`src/rtl/pulse_to_lvl_hs_if.sv`:
```
// Handshake bundle for pulse_to_lvl_hs: local event side plus
// the REQ/ACK level pair toward the consumer.
interface pulse_to_lvl_hs_if #(
    parameter int CNT_WIDTH = 4
);
    logic                 PULSE_IN;
    logic                 ACK_IN;
    logic                 CLR_ERR;
    logic                 LVL_OUT;
    logic                 BUSY;
    logic [CNT_WIDTH-1:0] PEND_CNT;
    logic                 OVERFLOW;
    logic                 TIMEOUT_ERR;

    modport master (
        output PULSE_IN, ACK_IN, CLR_ERR,
        input  LVL_OUT, BUSY, PEND_CNT, OVERFLOW, TIMEOUT_ERR
    );

    modport slave (
        input  PULSE_IN, ACK_IN, CLR_ERR,
        output LVL_OUT, BUSY, PEND_CNT, OVERFLOW, TIMEOUT_ERR
    );
endinterface

```
`src/rtl/pulse_to_lvl_hs.sv`:
```
// Pulse to four-phase level handshake with event queueing,
// saturation reporting and per-phase timeout abort.
module pulse_to_lvl_hs #(
    parameter int CNT_WIDTH = 4,
    parameter int TO_WIDTH  = 8,
    parameter int TIMEOUT   = 200
) (
    input logic              CLK,
    input logic              RST,
    pulse_to_lvl_hs_if.slave hs
);
    typedef enum logic [1:0] {IDLE, REQ, REL} state_e;

    localparam logic [TO_WIDTH-1:0] TO_LAST = TO_WIDTH'(TIMEOUT - 1);

    state_e               state_q, state_d;
    logic                 lvl_q, lvl_d;
    logic                 ovf_q, ovf_d;
    logic                 to_err_q, to_err_d;
    logic [CNT_WIDTH-1:0] pend_q, pend_d;
    logic [TO_WIDTH-1:0]  tcnt_q, tcnt_d;
    logic                 launch;
    logic                 expired;
    logic                 queue_evt;

    assign expired   = (tcnt_q == TO_LAST);
    assign launch    = (state_q == IDLE) && !hs.ACK_IN &&
                       (hs.PULSE_IN || (pend_q != '0));
    // A pulse that launches directly is not queued
    assign queue_evt = hs.PULSE_IN && !launch;

    always_comb begin
        state_d  = state_q;
        to_err_d = 1'b0;
        unique case (state_q)
            IDLE: begin
                if (launch) state_d = REQ;
            end
            REQ: begin
                if (hs.ACK_IN) begin
                    state_d = REL;
                end else if (expired) begin
                    state_d  = IDLE;
                    to_err_d = 1'b1;
                end
            end
            REL: begin
                if (!hs.ACK_IN) begin
                    state_d = IDLE;
                end else if (expired) begin
                    state_d  = IDLE;
                    to_err_d = 1'b1;
                end
            end
            default: state_d = IDLE;
        endcase
    end

    always_comb begin
        pend_d = pend_q;
        ovf_d  = ovf_q & ~hs.CLR_ERR;
        if (launch && !hs.PULSE_IN) begin
            pend_d = pend_q - 1'b1;
        end else if (queue_evt) begin
            if (&pend_q) ovf_d  = 1'b1;
            else         pend_d = pend_q + 1'b1;
        end
    end

    always_comb begin
        if ((state_d != state_q) || (state_q == IDLE)) tcnt_d = '0;
        else                                           tcnt_d = tcnt_q + 1'b1;
        lvl_d = (state_d == REQ);
    end

    always_ff @(posedge CLK) begin
        if (RST) begin
            state_q  <= IDLE;
            lvl_q    <= 1'b0;
            pend_q   <= '0;
            ovf_q    <= 1'b0;
            to_err_q <= 1'b0;
            tcnt_q   <= '0;
        end else begin
            state_q  <= state_d;
            lvl_q    <= lvl_d;
            pend_q   <= pend_d;
            ovf_q    <= ovf_d;
            to_err_q <= to_err_d;
            tcnt_q   <= tcnt_d;
        end
    end

    assign hs.LVL_OUT     = lvl_q;
    assign hs.BUSY        = (state_q != IDLE);
    assign hs.PEND_CNT    = pend_q;
    assign hs.OVERFLOW    = ovf_q;
    assign hs.TIMEOUT_ERR = to_err_q;
endmodule

```
`src/flat_wrapper.sv`:
```
// flat-port wrapper written by rule: the top's interface ports become plain ports
module pulse_to_lvl_hs_flat 
#(
    parameter int CNT_WIDTH = 4,
    parameter int TO_WIDTH  = 8,
    parameter int TIMEOUT   = 200
)
  (CLK, RST, hs_PULSE_IN, hs_ACK_IN, hs_CLR_ERR, hs_LVL_OUT, hs_BUSY, hs_PEND_CNT, hs_OVERFLOW, hs_TIMEOUT_ERR);
  pulse_to_lvl_hs_if #(.CNT_WIDTH(CNT_WIDTH)) hs_i ();
  input logic CLK;
  input logic RST;
  input wire logic [$bits(hs_i.PULSE_IN)-1:0] hs_PULSE_IN;
  input wire logic [$bits(hs_i.ACK_IN)-1:0] hs_ACK_IN;
  input wire logic [$bits(hs_i.CLR_ERR)-1:0] hs_CLR_ERR;
  output wire logic [$bits(hs_i.LVL_OUT)-1:0] hs_LVL_OUT;
  output wire logic [$bits(hs_i.BUSY)-1:0] hs_BUSY;
  output wire logic [$bits(hs_i.PEND_CNT)-1:0] hs_PEND_CNT;
  output wire logic [$bits(hs_i.OVERFLOW)-1:0] hs_OVERFLOW;
  output wire logic [$bits(hs_i.TIMEOUT_ERR)-1:0] hs_TIMEOUT_ERR;
  assign hs_i.PULSE_IN = hs_PULSE_IN;
  assign hs_i.ACK_IN = hs_ACK_IN;
  assign hs_i.CLR_ERR = hs_CLR_ERR;
  assign hs_LVL_OUT = hs_i.LVL_OUT;
  assign hs_BUSY = hs_i.BUSY;
  assign hs_PEND_CNT = hs_i.PEND_CNT;
  assign hs_OVERFLOW = hs_i.OVERFLOW;
  assign hs_TIMEOUT_ERR = hs_i.TIMEOUT_ERR;
  pulse_to_lvl_hs #(.CNT_WIDTH(CNT_WIDTH), .TO_WIDTH(TO_WIDTH), .TIMEOUT(TIMEOUT)) u_core (.CLK(CLK), .RST(RST), .hs(hs_i));
endmodule
```
`config.mk`:
```
export PLATFORM = sky130hd
export DESIGN_NAME = pulse_to_lvl_hs_flat
export DESIGN_NICKNAME = d
export VERILOG_FILES = /design/src/rtl/pulse_to_lvl_hs_if.sv /design/src/rtl/pulse_to_lvl_hs.sv /design/src/flat_wrapper.sv
export SDC_FILE = /design/constraint.sdc
export NUM_CORES = 1
export LEC_CHECK = 0
export BUFFER_PORTS_ARGS = -buffer_cell sky130_fd_sc_hd__clkbuf_2
export CORE_MARGIN = 3
export CORE_UTILIZATION = 40
export CTS_CLUSTER_DIAMETER = 30
export DETAILED_ROUTE_END_ITERATION = 7
export PLACE_DENSITY = 0.7
export SLEW_MARGIN = 10
export SYNTH_ARGS = -nofsm -noshare
export SYNTH_HDL_FRONTEND = slang
export SYNTH_SLANG_ARGS = --single-unit
```
`constraint.sdc`:
```
create_clock -name CLK -period 3 [get_ports CLK]
set_input_delay 0 -clock CLK [delete_from_list [all_inputs] [get_ports CLK]]
set_output_delay 0 -clock CLK [all_outputs]
set_load 0.01 [all_outputs]
```
# Word level (Yosys, flattened, before mapping)
# Cells that the tools add are included.
word_totals:
  ff_bits: 17
  elab_cells: 48
op_classes:
  reduce_logical: 16
  eq_ne: 6
  n_addsub: 3
  bitwise_logic: 2
  muxes: 15
op_table:
  columns: ["cell", "count"]
  rows:
  - ["two-way mux 4 bit", 3]
  - ["adder 8 x 1 -> 8 bit, second input constant", 1]
  - ["equality test 8 bit, second input constant", 1]
  - ["two-way mux 2 bit", 4]
  - ["two-way mux 1 bit", 6]
  - ["case mux 2 bit (3 select lines)", 1]
  - ["adder 4 x 1 -> 4 bit, second input constant", 1]
  - ["equality test 2 x 1 -> 1 bit, second input constant", 2]
  - ["logical AND 1 bit", 4]
  - ["AND reduction 4 bit", 1]
  - ["nonzero test 2 bit", 2]
  - ["nonzero test 4 bit", 1]
  - ["subtractor 4 x 1 -> 4 bit, second input constant", 1]
  - ["zero test 1 bit", 3]
  - ["equality test 2 bit, second input constant", 1]
  - ["zero test 2 bit", 1]
  - ["logical OR 1 bit", 2]
  - ["inequality test 2 x 1 -> 1 bit, second input constant", 1]
  - ["inequality test 2 bit", 1]
  - ["case mux 1 bit (2 select lines)", 1]
  - ["AND reduction 2 bit", 1]
  - ["OR reduction 2 bit", 1]
  - ["bitwise AND 1 bit", 1]
  - ["NOT 1 bit", 1]

# Depth between registers and ports, before layout
logic_depth:
  depth_word: 8
  ltp_mapped: 11
  depth_no_buf: 11

# Worst setup path before layout
# Ideal clock, no wire load.
synth_path:
  path_kind: "register -> register"
  from: "register u_core.pend_q[1], in the netlist u_core.hs.PEND_CNT[1]"
  to: "register u_core.pend_q[3], in the netlist u_core.hs.PEND_CNT[3]"
  synth_period_minus_slack_ps: 2683
  required_ps: 2930
  setup_slack_ps: 317
  arrival_ps: 2614
  path_stages_with_launch: 11
  cell_sequence: "dfxtp_1 -> or4_4 -> nor2_1 -> or3_1 -> inv_1 -> ha_1 -> ha_1 -> a21oi_1 -> a21oi_1 -> or4b_1 -> a21oi_1"
synth_via:
  elab_chain_len: 7
  elab_cells_between_ends: 15
  cone_classes: "add/sub (2); eq/ne (1); mux (3); reduce/logical (9)"
synth_rtl:
  columns: ["element", "line_no", "text"]
  rows:
  - ["from (decl)", "pulse_to_lvl_hs.sv:20", "logic [CNT_WIDTH-1:0] pend_q, pend_d;"]
  - ["from (signal assigned)", "pulse_to_lvl_hs.sv:87", "pend_q <= pend_d;"]
  - ["branches (longest 7 deep; another with adder 4 x 1 -> 4 bit)", null, null]
# Parallel ways; which one is timed is not known. The select of a mux whose other input is x is not followed.
# A chain may end at the register's enable or synchronous reset.

# Worst setup path after layout
layout_path:
  from: "register u_core.state_q[1]"
  to: "register u_core.pend_q[3], in the netlist u_core.hs.PEND_CNT[3]"
layout_via:
  elab_chain_len: 7
  elab_cells_between_ends: 10
  cone_classes: "eq/ne (1); mux (1); reduce/logical (8)"
layout_rtl:
  columns: ["element", "line_no", "text"]
  rows:
  - ["from (decl)", "pulse_to_lvl_hs.sv:16", "state_e state_q, state_d;"]
  - ["from (signal assigned)", "pulse_to_lvl_hs.sv:85", "state_q <= state_d;"]
  - ["zero test 2 bit (*)", "pulse_to_lvl_hs.sv:27", "assign launch = (state_q == IDLE) && !hs.ACK_IN &&"]
  - ["logical AND 1 bit (*) (2 in a row)", "pulse_to_lvl_hs.sv:27", null]
  - ["zero test 1 bit", "pulse_to_lvl_hs.sv:30", "assign queue_evt = hs.PULSE_IN && !launch;"]
  - ["logical AND 1 bit", "pulse_to_lvl_hs.sv:30", null]
  - ["nonzero test 2 bit (no source line)", null, null]
  - ["AND reduction 2 bit (no source line)", null, null]
# Every way passes the cells marked *; elsewhere a longest branch is shown, timed or not.

==> out/metrics.yaml <==
sta:
  relSlewSlack_pct: 58.42
  fin_hold_ws_ns: 0.01225
  rsz0062_at_grt: "false"
  hold_viol_final: 0
  slew_viol_final: 0
  fin_crit_ns: 2.761
  fmax_mhz: 362.1
  worst_slew_pin_slew_ns: 0.6196
  period_share_pct: 92.04
  tns_ns: 0
  setup_viol: 0
  skew_ns: 0.008469
pwr:
  p_per_area_mw_per_mm2: 567.8
  power.total_mw: 0.6365
  ir_drop_v: 0.0003298
  leakage_nw: 0.4357
critical_path:
  crit_top_cell: "inv_1"
  path_delay_family: "simple AND/OR/NAND/NOR gates"
  critPathKind: "reg -> reg"
  crit_fanout: 5
  ff2ff_setup_slack_ns: 0.24
  crit_start: "u_core.state_q[1]$_SDFF_PP0_"
  r2r-end: "u_core.hs.PEND_CNT[3]$_SDFFE_PP0P_"
  crit_chain: "inv_1 -> ha_2 -> inv_1 -> or3_4 -> inv_1 -> ha_2 -> ha_1 -> a21oi_2 -> a21oi_1 -> or4b_1 -> a21oi_1"
  crit_slowest_cell: "or4b_1"
  r2r-start: "u_core.state_q[1]$_SDFF_PP0_"
  worst-path-buf-inv: 3
  crit_arrival_ns: 2.98
  reg2reg_depth: 11
  critPathLaunchType: "flip-flop"
  path_depth: 11
  slowest_delay_ns: 0.50
  setup.worst_path.end: "u_core.hs.PEND_CNT[3]$_SDFFE_PP0P_"
  critPathCaptureType: "flip-flop"
  worstPathRequired_ns: 3.22
global_routing:
  grtUsageTotal_pct: 13.71
  grt_pass1_vias: 833
  grt_max_degree: 10
  overflow: 0
  antenna_found_initial: 0
  grt_pass1_wl_um: 3429
final_layout:
  multi_input_area_um2: 619.3
  fill_cells: 226
  drive_gt1_share_pct: 22.76
  fin_nets: 139
  seq_area_um2: 340.3
  diodes: 0
  area_growth_pct: 14.87
logic_synthesis:
  synth_edf_count: 0
  ys_warn_count: 0
  syn_inst: 106
  syn_area_um2: 975.9
  yosysUniqueCellTypes: 33
  synth_area_leaders: "dfxtp_1 (35%), ha_1 (12%), a21oi_1 (4.6%)"
  ys_ff_latch: 17
  syn_nets: 121
  syn_area_per_cell_um2: 9.207
  async_flop_share_pct: 0
  synth_top_area_share_pct: 34.87
  yosys.area.top_type: "dfxtp_1"
  ys.flop_type: "dfxtp_1"
  synth-seq-area-share_pct: 34.87
placement:
  gp_congestion: 0.8748
  place_hpwl_um: 1455
  io_buffers: 12
routing:
  dr.pass1.iters: 4
  ant_nets: 0
  wl_per_cell_um: 12.59
  drcViolationCount: 0
  vias: 806
  routed_wl_um: 1901
  avgViaCountPerCell: 5.338
  drt_iter0_drc: 16
die:
  dieArea_mm2: 0.003069
  core_mm2: 0.002255
  rows: 17
  fp.dieW_um: 55.40
  io_pins: 13
  dieHeight_um: 55.40
  start_util_pct: 43.29
cts:
  clkTransAtPathRegs_ns: 0.10
  cts_sinks: 17
  root_buffer: "clkbuf_4"
  htree_levels: 1
  clk_latency_ns: 0.29
  cts_made_buffers: 3
  clock_tree.buffer_depth: 2
  cts_tree: "done"
flow_run:
  maxCapViolCount: 0
run_status:
  status: "finished, final reports clean"
min_path:
  hold_class: "in -> reg"
==> registers in the layout, indices dropped and copies added, names as in the netlist <==
signal	cells
u_core.tcnt_q	8
u_core.hs.PEND_CNT	4
u_core.state_q	2
u_core.hs.LVL_OUT	1
u_core.hs.OVERFLOW	1
u_core.hs.TIMEOUT_ERR	1
==> power by group <==
part / switching [mW] / internal [mW] / leakage [nW]
clock: 0.0686 / 0.0517 / 0.0150
combinational: 0.129 / 0.111 / 0.282
sequential: 0.0266 / 0.250 / 0.138
total: 0.224 / 0.412 / 0.436
==> layer usage <==
metal / part of all wire [%] / routed length [µm] / global-route usage, %
met5: 0 / 0 / 0
met4: 1.4 / 27 / 4.861
met3: 4.3 / 82 / 5.140
met2: 49 / 931 / 22.13
met1: 45 / 860 / 16.57
==> stage by stage <==
step                util, %  std cells  worst slack [ns]  instance area [µm²]
floorplan                 -        106            0.3166                975.9
global placement      47.50        146            0.2670                 1071
detailed placement    47.50        146            0.1838                 1071
CTS                   49.11        151            0.1399                 1107
global route          49.72        151           0.01203                 1121
finish                49.72        151            0.2387                 1121
==> layout by cell type, fill, tap and decap left out, drive strengths merged, types with 2 or more instances in the layout <==
cell,instances
a211oi,3
nor3b,3
xnor2,5
dfxtp,17
or2,2
ha,9
nand2,7
nor2b,2
nor3,9
nand3,4
inv,8
a21oi,9
nor2,6
clkbuf,16
xor2,2
o21ai,5
==> worst reg2reg max path, delay by kind of cell (launching register included) <==
| family | cells | cell delay [ns] |
|---|---|---|
| simple gates | 2 | 0.91 |
| fa+ha+maj | 3 | 0.71 |
| compound gates | 3 | 0.40 |
| flops | 1 | 0.36 |
| buf+inv | 3 | 0.30 |
==> cell type report <==
class / instances / area share [%]
Clock buffer: 4 / 2.344
Inverter: 8 / 2.679
Multi-Input combinational cell: 81 / 55.25
Sequential cell: 17 / 30.36
Tap cell: 28 / 3.125
Timing Repair Buffer: 13 / 6.250
==> synth_stat cells (2+ instances only) <==
master,number
dfxtp_1,17
a21oi_1,9
ha_1,9
inv_1,8
nor3_1,8
nand2_1,7
nor2_1,6
xnor2_1,5
nand3_1,4
o21ai_0,4
a211oi_1,3
nor2b_1,2
nor3b_2,2
or2_2,2
xor2_1,2
==> worst min-delay path by stage <==
stage | start | to | slack (ns) | depth (start not counted)
2_1_floorplan | RST | u_core.hs.PEND_CNT[2]$_SDFFE_PP0P_ | 0.07 | 1
3_3_place_gp | RST | u_core.hs.PEND_CNT[3]$_SDFFE_PP0P_ | 0.30 | 2
3_5_place_dp | RST | u_core.hs.PEND_CNT[3]$_SDFFE_PP0P_ | 0.30 | 2
4_1_cts | hs_CLR_ERR | u_core.hs.OVERFLOW$_SDFF_PP0_ | 0.008 | 4
6_report | hs_CLR_ERR | u_core.hs.OVERFLOW$_SDFF_PP0_ | 0.01 | 4
5_1_grt | hs_CLR_ERR | u_core.hs.OVERFLOW$_SDFF_PP0_ | 0.06 | 4
==> what timing repair did <==
| item | CTS | global route |
|---|---|---|
| hold buffers | 1 | 0 |
| endpoints found under the hold margin | 4 | 0 |
| gates resized for setup | 0 | 4 |
| setup endpoints to repair | 0 | 1 |
| buffers inserted | 0 | 0 |
==> kinds of logic (layout without fill, tap and decap cells) <==
logic type | after synthesis | in the layout | synth area share (%)
adders and majority gates | 10 | 10 | 13.59
muxes | 1 | 1 | 1.026
AOI/OAI and AO/OA | 22 | 22 | 16.02
xor gates and xnor gates | 7 | 7 | 6.282
and+or+nand+nor | 41 | 41 | 25.13
DFF | 17 | 17 | 34.87
buffers and inverters | 8 | 25 | 3.077
Power figures use the tool's default switching activity.
